$ cat config.mk
export PLATFORM = sky130hd
export DESIGN_NAME = seq_detector_param
export DESIGN_NICKNAME = d
export VERILOG_FILES = /design/src/rtl/seq_detector_param.sv
export SDC_FILE = /design/constraint.sdc
export NUM_CORES = 1
export LEC_CHECK = 0
export BUFFER_PORTS_ARGS = -buffer_cell sky130_fd_sc_hd__buf_2
export CORE_UTILIZATION = 45
export CTS_BUF_LIST = sky130_fd_sc_hd__clkbuf_16
export DETAILED_ROUTE_END_ITERATION = 7
export PLACE_DENSITY = 0.77
export RECOVER_POWER = 25
export SLEW_MARGIN = 20
export SYNTH_ARGS = -nofsm -noshare
export SYNTH_HDL_FRONTEND = slang
export SYNTH_SLANG_ARGS = --single-unit
export TNS_END_PERCENT = 30
$ cat constraint.sdc
create_clock -name clk_i -period 2.1 [get_ports clk_i]
set_input_delay 0.42 -clock clk_i [delete_from_list [all_inputs] [get_ports clk_i]]
set_output_delay 0.42 -clock clk_i [all_outputs]
set_load 0.005 [all_outputs]
$ cat src/rtl/seq_detector_param.sv
// -----------------------------------------------------------------------------
// seq_detector_param
//   Serial bit-pattern detector for a 1-bit stream. It matches a LEN-bit
//   PATTERN. PATTERN[LEN-1] is the oldest bit and PATTERN[0] is the newest.
//   A match is reported with a zero-latency Mealy pulse in the same cycle as
//   the final pattern bit. A saturating counter counts the matches.
//   OVERLAP selects whether the pattern suffix can start the next match.
//
// Ports
//   clk_i        rising-edge clock
//   rst_i        synchronous active-high reset
//   clr_i        synchronous clear, same effect as rst_i
//   in_valid_i   qualifies in_i; unqualified bits are ignored
//   in_i         serial data bit
//   out_o        match pulse, combinational from in_i / in_valid_i
//   match_cnt_o  matches since reset/clear, saturates at all-ones
//   fill_o       number of valid history bits held, 0..LEN-1
// -----------------------------------------------------------------------------
module seq_detector_param #(
  parameter int unsigned      LEN     = 4,
  parameter logic [LEN-1:0]   PATTERN = 4'b1101,
  parameter bit               OVERLAP = 1'b0,
  parameter int unsigned      CNT_W   = 8,
  localparam int unsigned     FILL_W  = $clog2(LEN + 1)
) (
  input  logic              clk_i,
  input  logic              rst_i,
  input  logic              clr_i,
  input  logic              in_valid_i,
  input  logic              in_i,
  output logic              out_o,
  output logic [CNT_W-1:0]  match_cnt_o,
  output logic [FILL_W-1:0] fill_o
);

  if ((LEN < 2) || (LEN > 32)) begin : g_len_check
    $error("seq_detector_param: LEN must be in the range 2..32");
  end

  localparam logic [FILL_W-1:0] FILL_MAX = FILL_W'(LEN - 1);
  localparam logic [CNT_W-1:0]  CNT_MAX  = {CNT_W{1'b1}};

  logic [LEN-2:0]    hist_q, hist_d;
  logic [FILL_W-1:0] fill_q, fill_d;
  logic [CNT_W-1:0]  cnt_q,  cnt_d;
  logic [LEN-1:0]    cand_s;
  logic              full_s;
  logic              match_s;

  // Match decode and next-state computation for history, fill and counter.
  always_comb begin
    cand_s  = {hist_q, in_i};
    full_s  = (fill_q == FILL_MAX);
    // rst/clr gate the pulse so a pattern straddling a reset never reports.
    match_s = in_valid_i & ~rst_i & ~clr_i & full_s & (cand_s == PATTERN);
    hist_d  = hist_q;
    fill_d  = fill_q;
    cnt_d   = cnt_q;
    if (in_valid_i) begin
      if (match_s && !OVERLAP) begin
        // In non-overlapping mode, the next match needs LEN fresh bits.
        hist_d = '0;
        fill_d = '0;
      end else begin
        // The low LEN-1 bits of the candidate are the shifted history.
        // This form also works for LEN=2.
        hist_d = cand_s[LEN-2:0];
        fill_d = full_s ? FILL_MAX : (fill_q + FILL_W'(1));
      end
      if (match_s && (cnt_q != CNT_MAX)) begin
        cnt_d = cnt_q + CNT_W'(1);
      end else begin
        cnt_d = cnt_q;
      end
    end else begin
      hist_d = hist_q;
      fill_d = fill_q;
      cnt_d  = cnt_q;
    end
  end

  // State registers with synchronous reset/clear.
  always_ff @(posedge clk_i) begin
    if (rst_i || clr_i) begin
      hist_q <= '0;
      fill_q <= '0;
      cnt_q  <= '0;
    end else begin
      hist_q <= hist_d;
      fill_q <= fill_d;
      cnt_q  <= cnt_d;
    end
  end

  assign out_o       = match_s;
  assign match_cnt_o = cnt_q;
  assign fill_o      = fill_q;

endmodule

==> Yosys cells after proc, flatten, opt, wreduce, memory -nomap -nowiden <==
Cells that the tools add are included.
{ "word_totals": {"register_bits": 14, "output_inout_bits": 12} }
{ "classes": {"n_reduce_logical": 3, "eq_ne": 3, "muxes": 3, "bitwise_logic": 6, "n_addsub": 2} }
{ "op_table": {"columns": ["operator", "n"], "rows": [
  ["two-way mux 3 bit", 3],
  ["adder 8 x 1 -> 8 bit (second input constant)", 1],
  ["!= test 8 bit (second input constant)", 1],
  ["bitwise AND 1 bit", 4],
  ["equality test 4 bit (second input constant)", 1],
  ["adder 3 x 1 -> 3 bit (second input constant)", 1],
  ["equality test 3 x 2 -> 1 bit (second input constant)", 1],
  ["NOT 1 bit", 2],
  ["AND reduction 2 bit", 1],
  ["logical AND 1 bit", 1],
  ["logical OR 1 bit", 1]
]} }

==> Longest topological paths before layout <==
Gate-level depths: netlist (run 1).
{ "depth": {"word_depth": 7, "mapped_depth": 6, "mapped_depth_nobuf": 5} }

==> Worst setup path after synthesis (run 1) <==
OpenSTA, ideal clock, no wires.
{ "synth_timing": {"path_kind": "register to register", "startpoint": "register fill_q[0], in the netlist fill_o[0]", "endpoint": "register cnt_q[6], in the netlist match_cnt_o[6]", "required_ns": 2.028, "path_stages_with_launch": 7, "t_arrival_ns": 1.676, "setup_time_ns": 0.072, "synth_period_minus_slack_ns": 1.748, "path_slack_ns": 0.352, "cell_sequence": "dfxtp_1 > ha_1 > nand2b_4 > or3_4 > clkbuf_8 > nor4_2 > mux2i_1"} }
{ "synth_via": {"elab_chain_len": 5} }
{ "synth_rtl": {"columns": ["element", "line", "source"], "rows": [
  ["start: declaration", "44", "logic [FILL_W-1:0] fill_q, fill_d;"],
  ["start signal: assignment", "90", "fill_q <= fill_d;"],
  ["equality test 3 x 2 -> 1 bit", "53", "full_s = (fill_q == FILL_MAX);"],
  ["bitwise AND 1 bit (2 in a row)", "55", "match_s = in_valid_i & ~rst_i & ~clr_i & full_s & (cand_s == PATTERN);"],
  ["logical AND 1 bit", "70", "if (match_s && (cnt_q != CNT_MAX)) begin"],
  ["AND reduction 2 bit (no source line)", null, null],
  ["end signal: assignment", "91", "cnt_q <= cnt_d;"],
  ["end: declaration", "45", "logic [CNT_W-1:0] cnt_q, cnt_d;"]
]} }
Every way passes these cells.
A chain may end at the register's enable or synchronous reset.

==> Worst setup path in the final report (run 1) <==
{ "layout_timing": {"startpoint": "register fill_q[0], in the netlist fill_o[0]", "endpoint": "output out_o"} }
{ "layout_via": {"elab_chain_len": 3} }
{ "layout_rtl": {"columns": ["element", "line", "source"], "rows": [
  ["equality test 3 x 2 -> 1 bit", "53", null],
  ["bitwise AND 1 bit (2 in a row)", "55", null],
  ["end: declaration", "31", "output logic out_o,"]
]} }
Every way passes these cells.

==> results.toml, run 1 <==
[route]
post-route-drc-count = 0
viasPerCell = 5.86
ant_nets = 0
wire_per_inst_um = 13.5
dr_total_vias = 674
firstDrtPassIters = 4
drt_wl_total_um = 1560
initialDrtViolationCount = 10

[floorplanning]
die_h_um = 42.1
std_cell_rows = 14
io_pins = 17
start_util_pct = 48.1
die_w_um = 42.1
coreArea_um2 = 1510
dieArea_um2 = 1770

[layout]
drive_gt1_share_pct = 30.3
diodes = 0
area_growth_pct = 23.3
fin_area_um2 = 893
layout.nets = 107

[sta]
max_slew_margin_pct = 49.6
skew_ps = 5.53
setup_violations = 0
slew_violations = 0
period_needed_ps = 2020
timing.fmax_mhz = 495
layout_setup_ws_ps = 81.6
finalHoldViolCount = 0
period_share_pct = 96.1
tns_ps = 0
rsz0062_at_grt = "false"
tightest_slew_ps = 755

[yosys]
ys_warn_count = 0
synth.distinct_cells = 33
synth_common_cells = "dfxtp_1, a21oi_1, nand2_1, nand3_1"
synthesis.nets = 87
synth_edf_count = 0
synth_top_area_share_pct = 38.7
synth_most_common_cell = "dfxtp_1"
synth_area_leaders = "dfxtp_1, a21oi_1, nand2b_1, nand3_1, ha_1"
synth_seq_area_share_pct = 38.7
syn_area_per_cell_um2 = 9.06
ys_seq_elements = 14
yosysTopAreaCell = "dfxtp_1"
synth_flop_cell = "dfxtp_1"
synthCells = 80
syn_area_um2 = 724
synthArstFlopShare_pct = 0

[worst_setup_path]
critical_path_cell_count = 5
crit_path_start_kind = "register"
critPathBufInv = 1
critPathMaxFanout = 13
crit_type = "register to output pin"
cp.arrival_ps = 1600
worstSetupEndpoint = "out_o"
required_ps = 1680
cp_cell_sequence = "ha_2 > nand2b_4 > or3_4 > nor2_1 > buf_2"
ff2ff_path_depth = 5
reg2reg_slack_ps = 240
endpoint_kind = "output pin"
r2r-start = "fill_o[0]"
cp_top_family = "simple AND/OR/NAND/NOR gates"
slowest_stage = "or3_4"
critPathLaunch = "fill_o[0]"
critical-path-max-stage-delay_ps = 470
worstReg2RegEnd = "match_cnt_o[4]"

[power_and_ir_drop]
p_leak_nw = 0.396
powerDensity_nw_per_um2 = 736
max-vdd-ir-drop_mv = 0.587

[status]
status = "complete, no violations"

[clocking]
cts_tree = "built"
path_clk_slew_ps = 50
clkLatencyLatePin_ps = 250
clockBufferDepth = 2
cts_hold_buf = 0
h-tree-depth = 1
clock_sinks = 14
root_buffer = "clkbuf_16"
cts_made_buffers = 3

[global_route]
grt_pass1_vias = 618
overflow = 0
grt_pass1_wl_um = 2530
grt_max_degree = 14
grt_usage_pct = 19.0
antenna_found_initial = 0

[place]
globalplace.congestion = 0.796
io_buffers = 16
place_ws_ps = 207
dpl-instance-area_um2 = 811
dp_hpwl_um = 1070

[flow_run]
drv_cap = 0

[hold_path]
hold_path.class = "primary input to register"
worst min path at each step:
stage,from,end,slack [ps],cells past startpoint
after global routing,in_i,hist_q[0],460,3
after detailed placement,hist_q[0],hist_q[0],480,2
after floorplan,hist_q[0],hist_q[0],460,2
final,in_i,hist_q[0],460,3
after global placement,match_cnt_o[6],match_cnt_o[6],470,2
after CTS,in_i,hist_q[0],460,3
registers in the layout (all words and copies together) (netlist names):
register,flops
fill_o,3
match_cnt_o,8
hist_q,3
final cells by class:
cell class	instances	area (um2)
multi-input combinational	62	414
inverter	1	3.75
timing repair buffer	18	95.1
sequential	14	282
tap	16	20.0
fill	134	613
clock inverter	1	3.75
clock buffer	3	75.1
kinds of logic after synthesis:
kind of cell	count (synthesis)	synth area share (%)
buffers and inverters	4	4.49
adders and majority gates	2	3.45
DFF	14	38.7
and+or+nand+nor	42	36.4
muxes	2	2.76
AOI/OAI and AO/OA	16	14.2
metal layers:
metal	GRT usage [%]	wire, um	vias to the layer above
li1	-	-	334
met1	21.7	739	312
met2	31.3	703	24
met3	8.19	88	4
met4	7.50	23	0
met5	0	0	-
worst min-delay path: stages:
cell and delay, ps:
buf_2 110, nand3_1 70, a21oi_1 60
metrics by stage:
step | util [%] | hold slack, ps | power (mW) | instances
after floorplan | - | 456 | 0.292 | 80
after global placement | 53.8 | 469 | 0.300 | 111
after detailed placement | 53.8 | 483 | 0.301 | 111
after CTS | 59.1 | 457 | 0.663 | 115
after global routing | 59.3 | 465 | 0.683 | 115
final | 59.3 | 458 | 0.657 | 115
timing repair:
item	CTS	global route
setup buffers	0	0
setup endpoints to repair	0	1
gates resized for setup	0	2
cells in the final DEF (no fill, tap or decap), types with 2 or more instances in the layout:
cell	netlist	routed
mux2i_1	2	2
a41o_1	2	2
nand4_1	3	3
nor2_1	5	5
nand3_1	6	6
o21ai_0	2	2
nand2_1	6	6
a21oi_1	8	8
buf_2	0	16
clkbuf_16	0	3
buf_4	0	2
nor3_1	4	4
nand2b_1	5	5
dfxtp_1	14	13
where the power goes:
group          switching, mW  internal (mW)  leakage, nW  total, mW
logic                 0.0148         0.0111        0.245     0.0260
registers            0.00178          0.269        0.113      0.270
clock network          0.109          0.252       0.0385      0.361
(Power assumes the default switching activity.)
==> inputs of run 2 (changes only) <==
--- a/config.mk
+++ b/config.mk
@@ -11,6 +11,7 @@
 export DETAILED_ROUTE_END_ITERATION = 7
 export PLACE_DENSITY = 0.77
 export RECOVER_POWER = 25
+export SETUP_SLACK_MARGIN = 0.2
 export SLEW_MARGIN = 20
 export SYNTH_ARGS = -nofsm -noshare
 export SYNTH_HDL_FRONTEND = slang
==> run 2 against run 1 <==
  * Critical path depth stayed put
  * First-iteration DRC count up 60%
  * Design area grew 4.2%
  * Sequential share of layout area decreased by 1.0 points
  * Non-clock buffer count up 3
  * Final cell count up 2.6%
  * Clock skew barely moved
  * Hold slack lost 0.94 ps
  * Critical path type unchanged
==> results.toml, run 2 (same netlist as run 1, synthesis figures left out) <==
[sta]
tns_ps = 0
rsz0062_at_grt = "true"
fin_hold_ws_ps = 457
period_share_pct = 90.8
tightest_slew_ps = 795
slew_violations = 0
skew_ps = 5.53
max_slew_margin_pct = 47.0
finalHoldViolCount = 0
timing.fmax_mhz = 524
setup_violations = 0
period_needed_ps = 1910

[worst_setup_path]
slowest_stage = "or3_4"
critPathMaxFanout = 5
ff2ff_path_depth = 6
worstReg2RegEnd = "match_cnt_o[0]"
crit_type = "register to output pin"
endpoint_kind = "output pin"
critical-path-max-stage-delay_ps = 400
critPathLaunch = "fill_o[1]"
cp.arrival_ps = 1490
required_ps = 1680
crit_path_start_kind = "register"
cp_cell_sequence = "ha_4 > nand2b_4 > or3_4 > nor2_2 > buf_2"
worstSetupEndpoint = "out_o"
r2r-start = "fill_o[1]"
reg2reg_slack_ps = 250

[route]
dr_total_vias = 697
firstDrtPassIters = 4
drt_wl_total_um = 1600
post-route-drc-count = 0
ant_nets = 0
viasPerCell = 5.91
initialDrtViolationCount = 16
wire_per_inst_um = 13.6

[hold_path]
hold_path.class = "primary input to register"
worstHoldPathCells = 3

[layout]
fin_area_um2 = 931
layout.nets = 110
diodes = 0
area_growth_pct = 28.5
utilization_pct = 61.8
drive_gt1_share_pct = 33.3
layout.cells.most_common = "buf_2"
final_cell_mix = "buf_2, dfxtp_1, a21oi_1"
regArea_um2 = 284
multi_input_area_um2 = 427
fillers = 130
largest_reg_flops = 8

[global_route]
grt_usage_pct = 19.9
grt_busiest_layer = "met2"
grt_util_met2_pct = 30.9
overflow = 0
met1_usage_pct = 23.3
grt_pass1_vias = 651
use_met3_pct = 8.19
grt_pass1_wl_um = 2650
grt_max_degree = 14
antenna_found_initial = 0

[floorplanning]
die_h_um = 42.1
die_w_um = 42.1
io_pins = 17
coreArea_um2 = 1510
dieArea_um2 = 1770
start_util_pct = 48.1
std_cell_rows = 14

[place]
io_buffers = 16
dp_hpwl_um = 1070
globalplace.congestion = 0.796
dpl-instance-area_um2 = 811

[clocking]
cts_hold_buf = 0
clkLatencyLatePin_ps = 250
cts_made_buffers = 3
clockBufferDepth = 2
path_clk_slew_ps = 50
cts_tree = "built"
clock_sinks = 14
h-tree-depth = 1
root_buffer = "clkbuf_16"

[power_and_ir_drop]
swShare_pct = 19.4
power_switching_mw = 0.128
finalPower_mw = 0.659
seq_power_share_pct = 41.0
intPower_mw = 0.531
max-vdd-ir-drop_mv = 0.588
powerDensity_nw_per_um2 = 708
clock_power_share_pct = 54.9
combinationalPowerShare_pct = 4.1
p_leak_nw = 0.409

[flow_run]
drv_cap = 0

[status]
status = "complete, no violations"
## run 2: critical path: cells and delay by family (launching register included)
family | cells | cell delay (ps)
fa+ha+maj | 1 | 180
flops | 1 | 390
buf+inv | 1 | 120
simple gates | 3 | 550
## run 2: cell type report
class                           count  area share [%]
Inverter                            1           0.403
Clock inverter                      1           0.403
Clock buffer                        3            8.06
Sequential cell                    14            30.5
Timing Repair Buffer               21            12.6
Multi-Input combinational cell     62            45.8
Tap cell                           16            2.15
## run 2: how the worst min path moves through the flow
stage | from | endpoint
detailed placement | hist_q[0] | hist_q[0]
global placement | match_cnt_o[6] | match_cnt_o[6]
CTS | in_i | hist_q[0]
floorplan | hist_q[0] | hist_q[0]
finish | in_i | hist_q[0]
global route | in_i | hist_q[0]
## run 2: power groups by stage
stage                     Sequential (mW)  Clock (mW)  Combinational [mW]
final                               0.270       0.362              0.0267
after CTS                           0.271       0.367              0.0265
after floorplan                     0.275           0              0.0168
after global routing                0.270       0.384              0.0292
after global placement              0.275           0              0.0254
after detailed placement            0.275           0              0.0261
## run 2: metrics by stage
step / std cells / setup slack, ps
finish: 118 / 193
global route: 118 / 124
CTS: 118 / 239
detailed placement: 111 / 207
global placement: 111 / 286
floorplan: 80 / 352
## run 2: routing by layer
metal | routed length [um] | part of all wire [%]
met1 | 747 | 47
met4 | 24 | 1.5
met5 | 0 | 0
met3 | 77 | 4.8
met2 | 752 | 47
## run 2: repair_timing
action / in CTS / in global routing
setup buffers: 3 / 0
gates resized for setup: 4 / 2
pin swaps: 2 / 0
setup endpoints to repair: 2 / 1
==> inputs of run 3 (changes only) <==
--- a/config.mk
+++ b/config.mk
@@ -6,10 +6,10 @@
 export NUM_CORES = 1
 export LEC_CHECK = 0
 export BUFFER_PORTS_ARGS = -buffer_cell sky130_fd_sc_hd__buf_2
-export CORE_UTILIZATION = 45
+export CORE_UTILIZATION = 50
 export CTS_BUF_LIST = sky130_fd_sc_hd__clkbuf_16
 export DETAILED_ROUTE_END_ITERATION = 7
-export PLACE_DENSITY = 0.77
+export PLACE_DENSITY = 0.83
 export RECOVER_POWER = 25
 export SETUP_SLACK_MARGIN = 0.2
 export SLEW_MARGIN = 20
==> run 3 against run 2 <==
  * Register-to-register slack worse by 60 ps
  * Non-clock buffer count up 1
  * Die area down 9.5%
  * Worst setup slack about the same
  * First-iteration DRC count up 44%
  * Sequential power about the same
  * Clock power down 2%
  * Design area down 0.40%
  * Core utilization up 8.6 points
  * Critical endpoint is now match_cnt_o[4]
==> results.toml, run 3 (same netlist as run 1, synthesis figures left out) <==
[status]
status = "complete, no violations"

[worst_setup_path]
crit_type = "register to register"
critPathMaxFanout = 8
required_ps = 2260
endpoint_kind = "register"
cp.arrival_ps = 2070
crit_path_start_kind = "register"
ff2ff_path_depth = 6

[clocking]
h-tree-depth = 1
clkLatencyLatePin_ps = 240
root_buffer = "clkbuf_16"
cts_made_buffers = 3
clockBufferDepth = 2
cts_tree = "built"
cts_hold_buf = 0
clock_sinks = 14
path_clk_slew_ps = 50

[sta]
period_needed_ps = 1910
fin_hold_ws_ps = 467
max_slew_margin_pct = 49.5
tightest_slew_ps = 758
timing.fmax_mhz = 524
tns_ps = 0
period_share_pct = 90.8
slew_violations = 0
rsz0062_at_grt = "false"
setup_violations = 0
finalHoldViolCount = 0
layout_setup_ws_ps = 193
skew_ps = 3.21

[route]
dr_total_vias = 710
firstDrtPassIters = 4
viasPerCell = 6.02
post-route-drc-count = 0
initialDrtViolationCount = 23
ant_nets = 0
drt_wl_total_um = 1630
wire_per_inst_um = 13.8

[floorplanning]
die_w_um = 40.1
io_pins = 17
die_h_um = 40.1
coreArea_um2 = 1320
std_cell_rows = 13
start_util_pct = 55.0
dieArea_um2 = 1610

[layout]
area_growth_pct = 28.0
layout.nets = 111
diodes = 0
drive_gt1_share_pct = 29.1
largest_reg_flops = 8
layout.cells.most_common = "dfxtp_1"
utilization_pct = 70.4
final_cell_mix = "dfxtp_1, buf_2, a21oi_1"

[global_route]
grt_pass1_vias = 553
grt_util_met2_pct = 39.5
grt_usage_pct = 24.1
grt_pass1_wl_um = 2490
overflow = 0
antenna_found_initial = 0
met1_usage_pct = 30.2
grt_busiest_layer = "met2"
use_met3_pct = 5.00
grt_max_degree = 14

[power_and_ir_drop]
finalPower_mw = 0.651
max-vdd-ir-drop_mv = 0.474
powerDensity_nw_per_um2 = 702
p_leak_nw = 0.400

[place]
io_buffers = 16
dp_hpwl_um = 1130
place_ws_ps = 229
globalplace.congestion = 0.774

[flow_run]
drv_cap = 0

[hold_path]
hold_path.class = "primary input to register"
worstHoldPathCells = 3
==> run 3: cell count changes in the layout (fill, tap and decap cells not counted), sizes merged <==
cell and change:
buf -1, clkbuf +2
==> run 3: final timing paths <==
check	end	from	slack [ps]
worst max register to register	match_cnt_o[4]	fill_o[0]	190
worst min-delay path	match_cnt_o[6]	rst_i	470
worst min register to register	match_cnt_o[6]	match_cnt_o[6]	480
worst max-delay path	match_cnt_o[4]	fill_o[0]	190
==> run 3: cell type report <==
cell class | instances | area, um2
multi-input cells | 62 | 424
fillers | 114 | 390
flip-flops and latches | 14 | 280
repair buffers | 22 | 121
clock buffers | 3 | 75.1
well taps | 15 | 18.8
clock inverters | 1 | 3.75
inverters | 1 | 3.75
==> run 3: timing repair <==
item / in CTS / in global routing
resized for setup: 2 / 2
gates cloned: 0 / 0
pin swaps: 2 / 0
setup buffers: 4 / 0
setup endpoints to repair: 1 / 3
==> run 3: layer usage <==
layer	share of wire, %	up-vias	wire length (um)
met1	44	335	722
met4	0.98	0	16
met3	5.6	2	92
li1	-	345	-
met5	0	-	0
met2	49	28	803
==> run 3: stage by stage <==
step | instance area [um2] | cells
global placement | 810 | 110
floorplan | 724 | 80
detailed placement | 810 | 110
finish | 927 | 118
CTS | 931 | 118
global route | 927 | 118
==> run 3: worst max-delay path, stage by stage (launching register included) <==
cell and delay (ps):
dfxtp_1 400, ha_4 170, nand2b_4 70, or3_4 380, buf_4 180, or4_1 490
a21oi_1 140
==> run 3: report_power, final <==
| group | switching (mW) | total (mW) | leakage, nW | internal (mW) |
|---|---|---|---|---|
| Combinational | 0.0147 | 0.0259 | 0.249 | 0.0112 |
| Clock | 0.103 | 0.355 | 0.0385 | 0.251 |
| Sequential | 0.00216 | 0.271 | 0.113 | 0.268 |
| Total | 0.120 | 0.651 | 0.400 | 0.531 |
